==> config.mk <==
export PLATFORM = sky130hd
export DESIGN_NAME = id_ex_reg
export DESIGN_NICKNAME = d
export VERILOG_FILES = /design/src/rtl/id_ex_reg.sv
export SDC_FILE = /design/constraint.sdc
export NUM_CORES = 1
export LEC_CHECK = 0
export CORE_ASPECT_RATIO = 0.9
export CORE_MARGIN = 2
export CORE_UTILIZATION = 40
export CTS_CLUSTER_DIAMETER = 150
export DETAILED_ROUTE_END_ITERATION = 12
export PLACE_DENSITY = 0.92
export RECOVER_POWER = 100
export SLEW_MARGIN = 20
export SYNTH_ARGS = -nofsm -noshare
export SYNTH_HDL_FRONTEND = slang
export SYNTH_SLANG_ARGS = --single-unit
==> constraint.sdc <==
create_clock -name clk_i -period 2.3 [get_ports clk_i]
set_clock_uncertainty 0.1 [all_clocks]
set_input_delay 0.46 -clock clk_i [delete_from_list [all_inputs] [get_ports clk_i]]
set_output_delay 0.46 -clock clk_i [all_outputs]
set_load 0.01 [all_outputs]
==> src/rtl/id_ex_reg.sv <==
// ID/EX pipeline register with load-use hazard detection.
// It captures the decoded instruction for the EX stage and produces the
// upstream hold request (stall_o) in the same cycle.
//
// Stall semantics: stall_o is combinational and valid throughout the cycle.
// While it is high, the PC and IF/ID must keep their contents so that the ID
// instruction seen now is offered again on the next edge. stall_i is the
// downstream hold request. While it is high this register keeps its contents,
// unless flush_i is also high.
//
// Per-edge priority: flush_i -> bubble, stall_i -> hold, load_use -> bubble,
// otherwise the ID instruction is loaded.
module id_ex_reg #(
  parameter int DW = 32,
  parameter int AW = 5
) (
  input  logic          clk_i,
  input  logic          rst_i,
  input  logic          stall_i,
  input  logic          flush_i,
  input  logic          valid_i,
  input  logic [DW-1:0] pc4_i,
  input  logic [DW-1:0] rs_data_i,
  input  logic [DW-1:0] rt_data_i,
  input  logic [DW-1:0] imm_ext_i,
  input  logic [AW-1:0] rs_addr_i,
  input  logic [AW-1:0] rt_addr_i,
  input  logic [AW-1:0] rd_addr_i,
  input  logic          reg_write_i,
  input  logic          mem_to_reg_i,
  input  logic          mem_read_i,
  input  logic          mem_write_i,
  input  logic          branch_i,
  input  logic          alu_src_i,
  input  logic          reg_dst_i,
  input  logic [2:0]    alu_op_i,
  output logic          valid_o,
  output logic [DW-1:0] pc4_o,
  output logic [DW-1:0] rs_data_o,
  output logic [DW-1:0] rt_data_o,
  output logic [DW-1:0] imm_ext_o,
  output logic [AW-1:0] rs_addr_o,
  output logic [AW-1:0] rt_addr_o,
  output logic [AW-1:0] rd_addr_o,
  output logic          reg_write_o,
  output logic          mem_to_reg_o,
  output logic          mem_read_o,
  output logic          mem_write_o,
  output logic          branch_o,
  output logic          alu_src_o,
  output logic          reg_dst_o,
  output logic [2:0]    alu_op_o,
  output logic          stall_o
);

  logic load_use;
  logic bubble;

  // A load in EX whose destination is read by the ID instruction. $zero never counts.
  assign load_use = valid_o & mem_read_o & (rt_addr_o != '0) & valid_i &
                    ((rt_addr_o == rs_addr_i) | (rt_addr_o == rt_addr_i));

  assign stall_o = stall_i | load_use;

  // flush_i wins over stall_i. A load-use bubble happens only when nothing downstream holds.
  assign bubble = flush_i | (~stall_i & load_use);

  // Pipeline register: reset clears, bubble zeroes, hold keeps, and load captures.
  always_ff @(posedge clk_i or negedge rst_i) begin
    if (!rst_i) begin
      valid_o      <= 1'b0;
      pc4_o        <= '0;
      rs_data_o    <= '0;
      rt_data_o    <= '0;
      imm_ext_o    <= '0;
      rs_addr_o    <= '0;
      rt_addr_o    <= '0;
      rd_addr_o    <= '0;
      reg_write_o  <= 1'b0;
      mem_to_reg_o <= 1'b0;
      mem_read_o   <= 1'b0;
      mem_write_o  <= 1'b0;
      branch_o     <= 1'b0;
      alu_src_o    <= 1'b0;
      reg_dst_o    <= 1'b0;
      alu_op_o     <= '0;
    end else if (bubble) begin
      valid_o      <= 1'b0;
      pc4_o        <= '0;
      rs_data_o    <= '0;
      rt_data_o    <= '0;
      imm_ext_o    <= '0;
      rs_addr_o    <= '0;
      rt_addr_o    <= '0;
      rd_addr_o    <= '0;
      reg_write_o  <= 1'b0;
      mem_to_reg_o <= 1'b0;
      mem_read_o   <= 1'b0;
      mem_write_o  <= 1'b0;
      branch_o     <= 1'b0;
      alu_src_o    <= 1'b0;
      reg_dst_o    <= 1'b0;
      alu_op_o     <= '0;
    end else if (!stall_i) begin
      // An invalid slot still carries its data. Its controls are gated so it has no side effect.
      valid_o      <= valid_i;
      pc4_o        <= pc4_i;
      rs_data_o    <= rs_data_i;
      rt_data_o    <= rt_data_i;
      imm_ext_o    <= imm_ext_i;
      rs_addr_o    <= rs_addr_i;
      rt_addr_o    <= rt_addr_i;
      rd_addr_o    <= rd_addr_i;
      reg_write_o  <= valid_i & reg_write_i;
      mem_to_reg_o <= valid_i & mem_to_reg_i;
      mem_read_o   <= valid_i & mem_read_i;
      mem_write_o  <= valid_i & mem_write_i;
      branch_o     <= valid_i & branch_i;
      alu_src_o    <= valid_i & alu_src_i;
      reg_dst_o    <= valid_i & reg_dst_i;
      alu_op_o     <= valid_i ? alu_op_i : 3'b000;
    end
  end

endmodule

==> results of run 1 <==
power by group:
| part | switching (mW) | internal [mW] | leakage (nW) |
|---|---|---|---|
| combinational | 0.416 | 0.662 | 1.89 |
| clock | 1.08 | 1.69 | 0.285 |
| sequential | 0.0868 | 2.86 | 2.05 |
| total | 1.58 | 5.21 | 4.23 |
routing by layer:
metal  vias up  routed length (um)  GRT usage (%)
li1       2286                   -              -
met1      2639                6970           25.2
met2       285                9350           38.6
met3        48                1760           9.67
met4         0                 540           9.41
met5         -                   0              0
layout by cell type, fill, tap and decap left out, drive strengths merged, types with 3 or more instances in the layout:
| cell | count |
|---|---|
| and2 | 9 |
| xor2 | 10 |
| clkdlybuf4s50 | 310 |
| clkinv | 7 |
| buf | 27 |
| clkbuf | 22 |
| bufinv | 3 |
| a32o | 138 |
| nor2 | 3 |
| nor3b | 10 |
| dfrtp | 154 |
| a22o | 5 |
| a41o | 10 |
registers in the layout, indices dropped and copies added, names as in the netlist, 3 cells and up:
register / cells
rd_addr_o: 5
alu_op_o: 3
rs_addr_o: 5
imm_ext_o: 32
rt_data_o: 32
pc4_o: 32
rs_data_o: 32
rt_addr_o: 5
timing repair:
action	in CTS	in global routing
hold endpoints to repair	39	0
gates resized for setup	8	2
pin swaps	3	3
endpoints found under the setup margin	1	16
hold buffers	1	0
buffers inserted	2	1
layout make-up:
class,instances,area (sq um)
fillers,971,4650
flip-flops and latches,154,3850
repair buffers,343,3450
multi-input cells,198,1870
clock buffers,17,425
well taps,198,248
clock inverters,12,153
inverters,1,3.75
per-stage QoR:
step	utilization [%]	worst slack (ns)	std cells	area, sq um
after global placement	64.1	-0.480	890	9400
after CTS	68.4	-0.138	922	10000
after global routing	68.3	-0.201	923	10000
after detailed placement	64.1	-0.527	890	9400
after floorplan	-	0.0829	405	5970
final	68.3	-0.112	923	10000
critical path, stage by stage (launching register included):
cell and delay (ns):
dfrtp_1 0.38, or4_4 0.54, o2111ai_2 0.20, or2_4 0.16, nand2b_1 0.05, buf_2 0.13
cell families (layout without fill, tap and decap cells):
| family | Yosys count | after routing |
|---|---|---|
| AO/OA/AOI/OAI | 157 | 157 |
| flip-flops | 154 | 154 |
| buffers and inverters | 53 | 373 |
| AND/OR/NAND/NOR | 31 | 31 |
| XOR/XNOR | 10 | 10 |
how the worst min path moves through the flow:
stage | start | end | slack [ns] | cells past startpoint
global placement | rst_i | pc4_o[10]$_DFFE_PN0P_ | 0.31 | 1
detailed placement | rst_i | pc4_o[11]$_DFFE_PN0P_ | 0.33 | 1
finish | pc4_o[7]$_DFFE_PN0P_ | pc4_o[7]$_DFFE_PN0P_ | 0.39 | 1
global route | rt_data_o[28]$_DFFE_PN0P_ | rt_data_o[28]$_DFFE_PN0P_ | 0.40 | 1
floorplan | rst_i | alu_op_o[0]$_DFFE_PN0P_ | 0.06 | 0
CTS | pc4_o[7]$_DFFE_PN0P_ | pc4_o[7]$_DFFE_PN0P_ | 0.39 | 1
==> impl_metrics.toml, run 1 <==
[status]
outcome = "complete, but fails checks"
violations = "negative setup slack"

[timing]
setup_viol = 1
period_needed_ns = 2.41
fmax_mhz = 415
fin_ws_ns = -0.112
max_slew_margin_pct = 24.9
maxSlewViolCount = 0
hold_slack_ns = 0.390
timing.final.crit_share_pct = 105
worstMarginPinSlew_ns = 1.13
fin_setup_tns_ns = -0.112
hold_violations = 0
rsz0062_at_grt = "true"

[power_and_ir_drop]
power_density_nw_per_um2 = 678
p_leak_nw = 4.23
peakVddDrop_mv = 0.595
power_mw = 6.79

[yosys]
synth_xor_area_share_pct = 1.47
synth_common_cells = "dfrtp_1 (154), a32o_1 (138), clkbuf_1 (35)"
synth_flop_cell = "dfrtp_1"
async_reset_ff_share_pct = 100
synth_area_leaders = "dfrtp_1 (65%), a32o_1 (23%), clkbuf_1 (2.2%), a41o_1 (1.7%), xor2_1 (1.5%)"
synth.most_common_cell = "dfrtp_1"
synth_top_family_by_area = "compound AO/OA/AOI/OAI gates"
synth.net_count = 563
ys_types = 25
ys_ff_latch = 154
netlist_area_sq_um = 5970
post-synth-top-area-fraction_pct = 64.5
syn_inst = 405
synth-simple-area-share_pct = 3.27
synth_top_cell_by_area = "dfrtp_1"
synth_compound_area_share_pct = 26.0
syn_avg_cell_area_sq_um = 14.7
synth_warnings = 0
synth-seq-area-share_pct = 64.5
synth_fa_ha_area_share_pct = 0
synth_edf_count = 0
synthMuxAreaShare_pct = 0

[setup_path]
cp.arrival_ns = 1.85
path_max_fanout = 2
endpoint_kind = "output port"
r2r_slack_ns = 0.04
crit_required_ns = 1.74
crit_start = "rt_addr_o[3]$_DFFE_PN0P_"
endpoint = "stall_o"
reg2regPathDepth = 8
setup.worst_path.start_class = "flop"
crit_type = "flop to output port"
rr_endpoint = "imm_ext_o[3]$_DFFE_PN0P_"
r2r_start = "rt_addr_o[0]$_DFFE_PN0P_"

[clock_network]
h-tree-depth = 4
root_buffer = "clkbuf_16"
clkTransAtPathRegs_ns = 0.06
cts_sinks = 154
max-clock-path-buffers = 2
cts_buffers = 17
clkLatencyLatePin_ns = 0.40
cts_tree = "built"

[finish]
drive_gt1_share_pct = 9.52
diodes = 0
nets = 873
area_growth_pct = 67.5

[grt]
grt_util_all_layers_pct = 22.7
grt_max_degree = 90
grt_antenna_before_repair = 0
grt_first_pass_wirelength_um = 28600
overflow = 0
grt_pass1_vias = 5449

[floorplanning]
die_h_um = 120
core_sq_um = 14700
io_pins = 313
rows = 42
initial_utilization_pct = 40.7
die_x_um = 133
dieArea_sq_um = 15900

[drt]
wl_um = 18600
via_count = 5258
via_per_inst = 5.70
detail_route.iter0.violations = 343
dr.pass1.iters = 5
drc = 0
ant_nets = 0
wl_per_cell_um = 20.2

[worst_hold_path]
worstHoldPathType = "flop to flop"

[place]
dpl.hpwl_um = 12700
gp_congestion = 0.879
portBuffers = 312

[flow_run]
cap_violations = 0
Power figures use the tool's default switching activity.
==> run 2, diff against run 1 <==
Settings changed: PLACE_DENSITY 0.92 to 0.83.
==> impl_metrics.toml, run 2 (same netlist as run 1, synthesis figures left out) <==
[grt]
grt_max_degree = 87
grt_util_all_layers_pct = 23.4
overflow = 0
grt_pass1_vias = 5575
grt_antenna_before_repair = 0
grt_first_pass_wirelength_um = 29500

[timing]
hold_violations = 0
rsz0062_at_grt = "true"
fmax_mhz = 405
worstMarginPinSlew_ns = 1.05
fin_ws_ns = -0.171
max_slew_margin_pct = 30.0
timing.final.crit_share_pct = 107
maxSlewViolCount = 0
setup_viol = 1
period_needed_ns = 2.47

[drt]
via_per_inst = 5.68
wl_per_cell_um = 20.9
wl_um = 19400
ant_nets = 0
drc = 0
via_count = 5260
detail_route.iter0.violations = 337
dr.pass1.iters = 5

[floorplanning]
die_h_um = 120
core_sq_um = 14700
initial_utilization_pct = 40.7
die_x_um = 133
io_pins = 313
dieArea_sq_um = 15900
rows = 42

[setup_path]
crit_type = "flop to output port"
critPathMaxStageDelay_ns = 0.55
path_cells = "or4_4 -> o2111ai_2 -> or2_4 -> nand2b_1 -> buf_2"
r2r_slack_ns = 0.03
endpoint_kind = "output port"
crit_required_ns = 1.74
cp.arrival_ns = 1.91
path_delay_family = "simple AND/OR/NAND/NOR gates"
rr_endpoint = "imm_ext_o[9]$_DFFE_PN0P_"
r2r_start = "rt_addr_o[3]$_DFFE_PN0P_"
reg2regPathDepth = 6
path_max_fanout = 2
slowest_stage = "or4_4"
setup.worst_path.start_class = "flop"
cp_num_buf_inv = 1

[place]
gp_congestion = 0.897
dp.cells = 887
place_ws_ns = -0.735
portBuffers = 312
place_area_sq_um = 9350
dpl.hpwl_um = 12900

[finish]
area_growth_pct = 69.1
final_cells = 926
final_cell_mix = "clkdlybuf4s50_1 (310), dfrtp_1 (154), a32o_1 (138), clkbuf_16 (20), buf_4 (13)"
final_common_cell = "clkdlybuf4s50_1"
final_area_sq_um = 10100
nets = 873
drive_gt1_share_pct = 9.34
fillers = 1012
diodes = 0

[worst_hold_path]
worstHoldPathType = "flop to flop"
hold_depth = 1
hold_end = "pc4_o[29]$_DFFE_PN0P_"
min_from = "pc4_o[29]$_DFFE_PN0P_"

[status]
outcome = "complete, but fails checks"
violations = "negative setup slack"

[clock_network]
cts_sinks = 154
root_buffer = "clkbuf_16"
h-tree-depth = 4
cts_tree = "built"
cts_buffers = 17
clkLatencyLatePin_ns = 0.41
max-clock-path-buffers = 2
clkTransAtPathRegs_ns = 0.07

[flow_run]
cap_violations = 0

[power_and_ir_drop]
power_density_nw_per_um2 = 679
peakVddDrop_mv = 0.640
p_leak_nw = 4.27
==> run 2: layout make-up <==
| type | count | area [sq um] | area share [%] |
|---|---|---|---|
| clock buffer | 22 | 464 | 4.59 |
| clock inverter | 10 | 141 | 1.40 |
| inverter | 1 | 3.75 | 0.0372 |
| multi-input combinational | 198 | 1870 | 18.5 |
| sequential | 154 | 3850 | 38.1 |
| tap | 198 | 248 | 2.45 |
| timing repair buffer | 343 | 3520 | 34.8 |
==> run 2: layer usage <==
layer / global-route usage [%] / vias up / part of all wire [%]
li1: - / 2290 / -
met1: 27.1 / 2661 / 39
met2: 39.3 / 263 / 50
met3: 8.37 / 46 / 7.8
met4: 10.2 / 0 / 3.3
met5: 0 / - / 0
==> run 2: how the worst max path moves through the flow <==
stage,start,endpoint,slack (ns),cells after the start
6_report,rt_addr_o[3]$_DFFE_PN0P_,stall_o,-0.17,5
5_1_grt,rt_addr_o[4]$_DFFE_PN0P_,stall_o,-0.25,7
4_1_cts,rt_addr_o[0]$_DFFE_PN0P_,stall_o,-0.18,7
3_5_place_dp,rs_addr_i[1],rs_data_o[28]$_DFFE_PN0P_,-0.73,8
3_3_place_gp,rs_addr_i[0],pc4_o[15]$_DFFE_PN0P_,-0.53,8
2_1_floorplan,rt_addr_o[3]$_DFFE_PN0P_,stall_o,0.08,6
==> run 2: report_power, final <==
| part | leakage, nW | internal (mW) | total [mW] | switching [mW] |
|---|---|---|---|---|
| Clock | 0.291 | 1.77 | 2.84 | 1.07 |
| Combinational | 1.93 | 0.657 | 1.07 | 0.413 |
| Sequential | 2.05 | 2.86 | 2.95 | 0.0870 |
| Total | 4.27 | 5.28 | 6.85 | 1.57 |
==> run 2: worst reg2reg max path, stage by stage (launching register included) <==
cell and delay [ns]:
dfrtp_1 0.40, or4_4 0.55, o2111ai_2 0.21, or2_4 0.16, buf_4 0.30, buf_6 0.28, a32o_1 0.22
==> run 2: stage by stage <==
step           total power, mW  utilization (%)  setup TNS [ns]  hold WS, ns
2_1_floorplan             3.30                -               0       0.0644
3_3_place_gp              4.02             63.8          -66.04        0.301
5_1_grt                   7.12             68.9           -5.16        0.406
6_report                  6.85             68.9          -0.171        0.389
3_5_place_dp              4.06             63.8          -86.89        0.308
4_1_cts                   6.92             68.3          -0.175        0.392
==> run 2: repair_timing <==
action	CTS	global route
hold endpoints to repair	39	0
resized for setup	14	4
gates cloned	0	4
endpoints found under the setup margin	144	144
hold buffers	1	0
buffers inserted	2	0
pin swaps	3	0
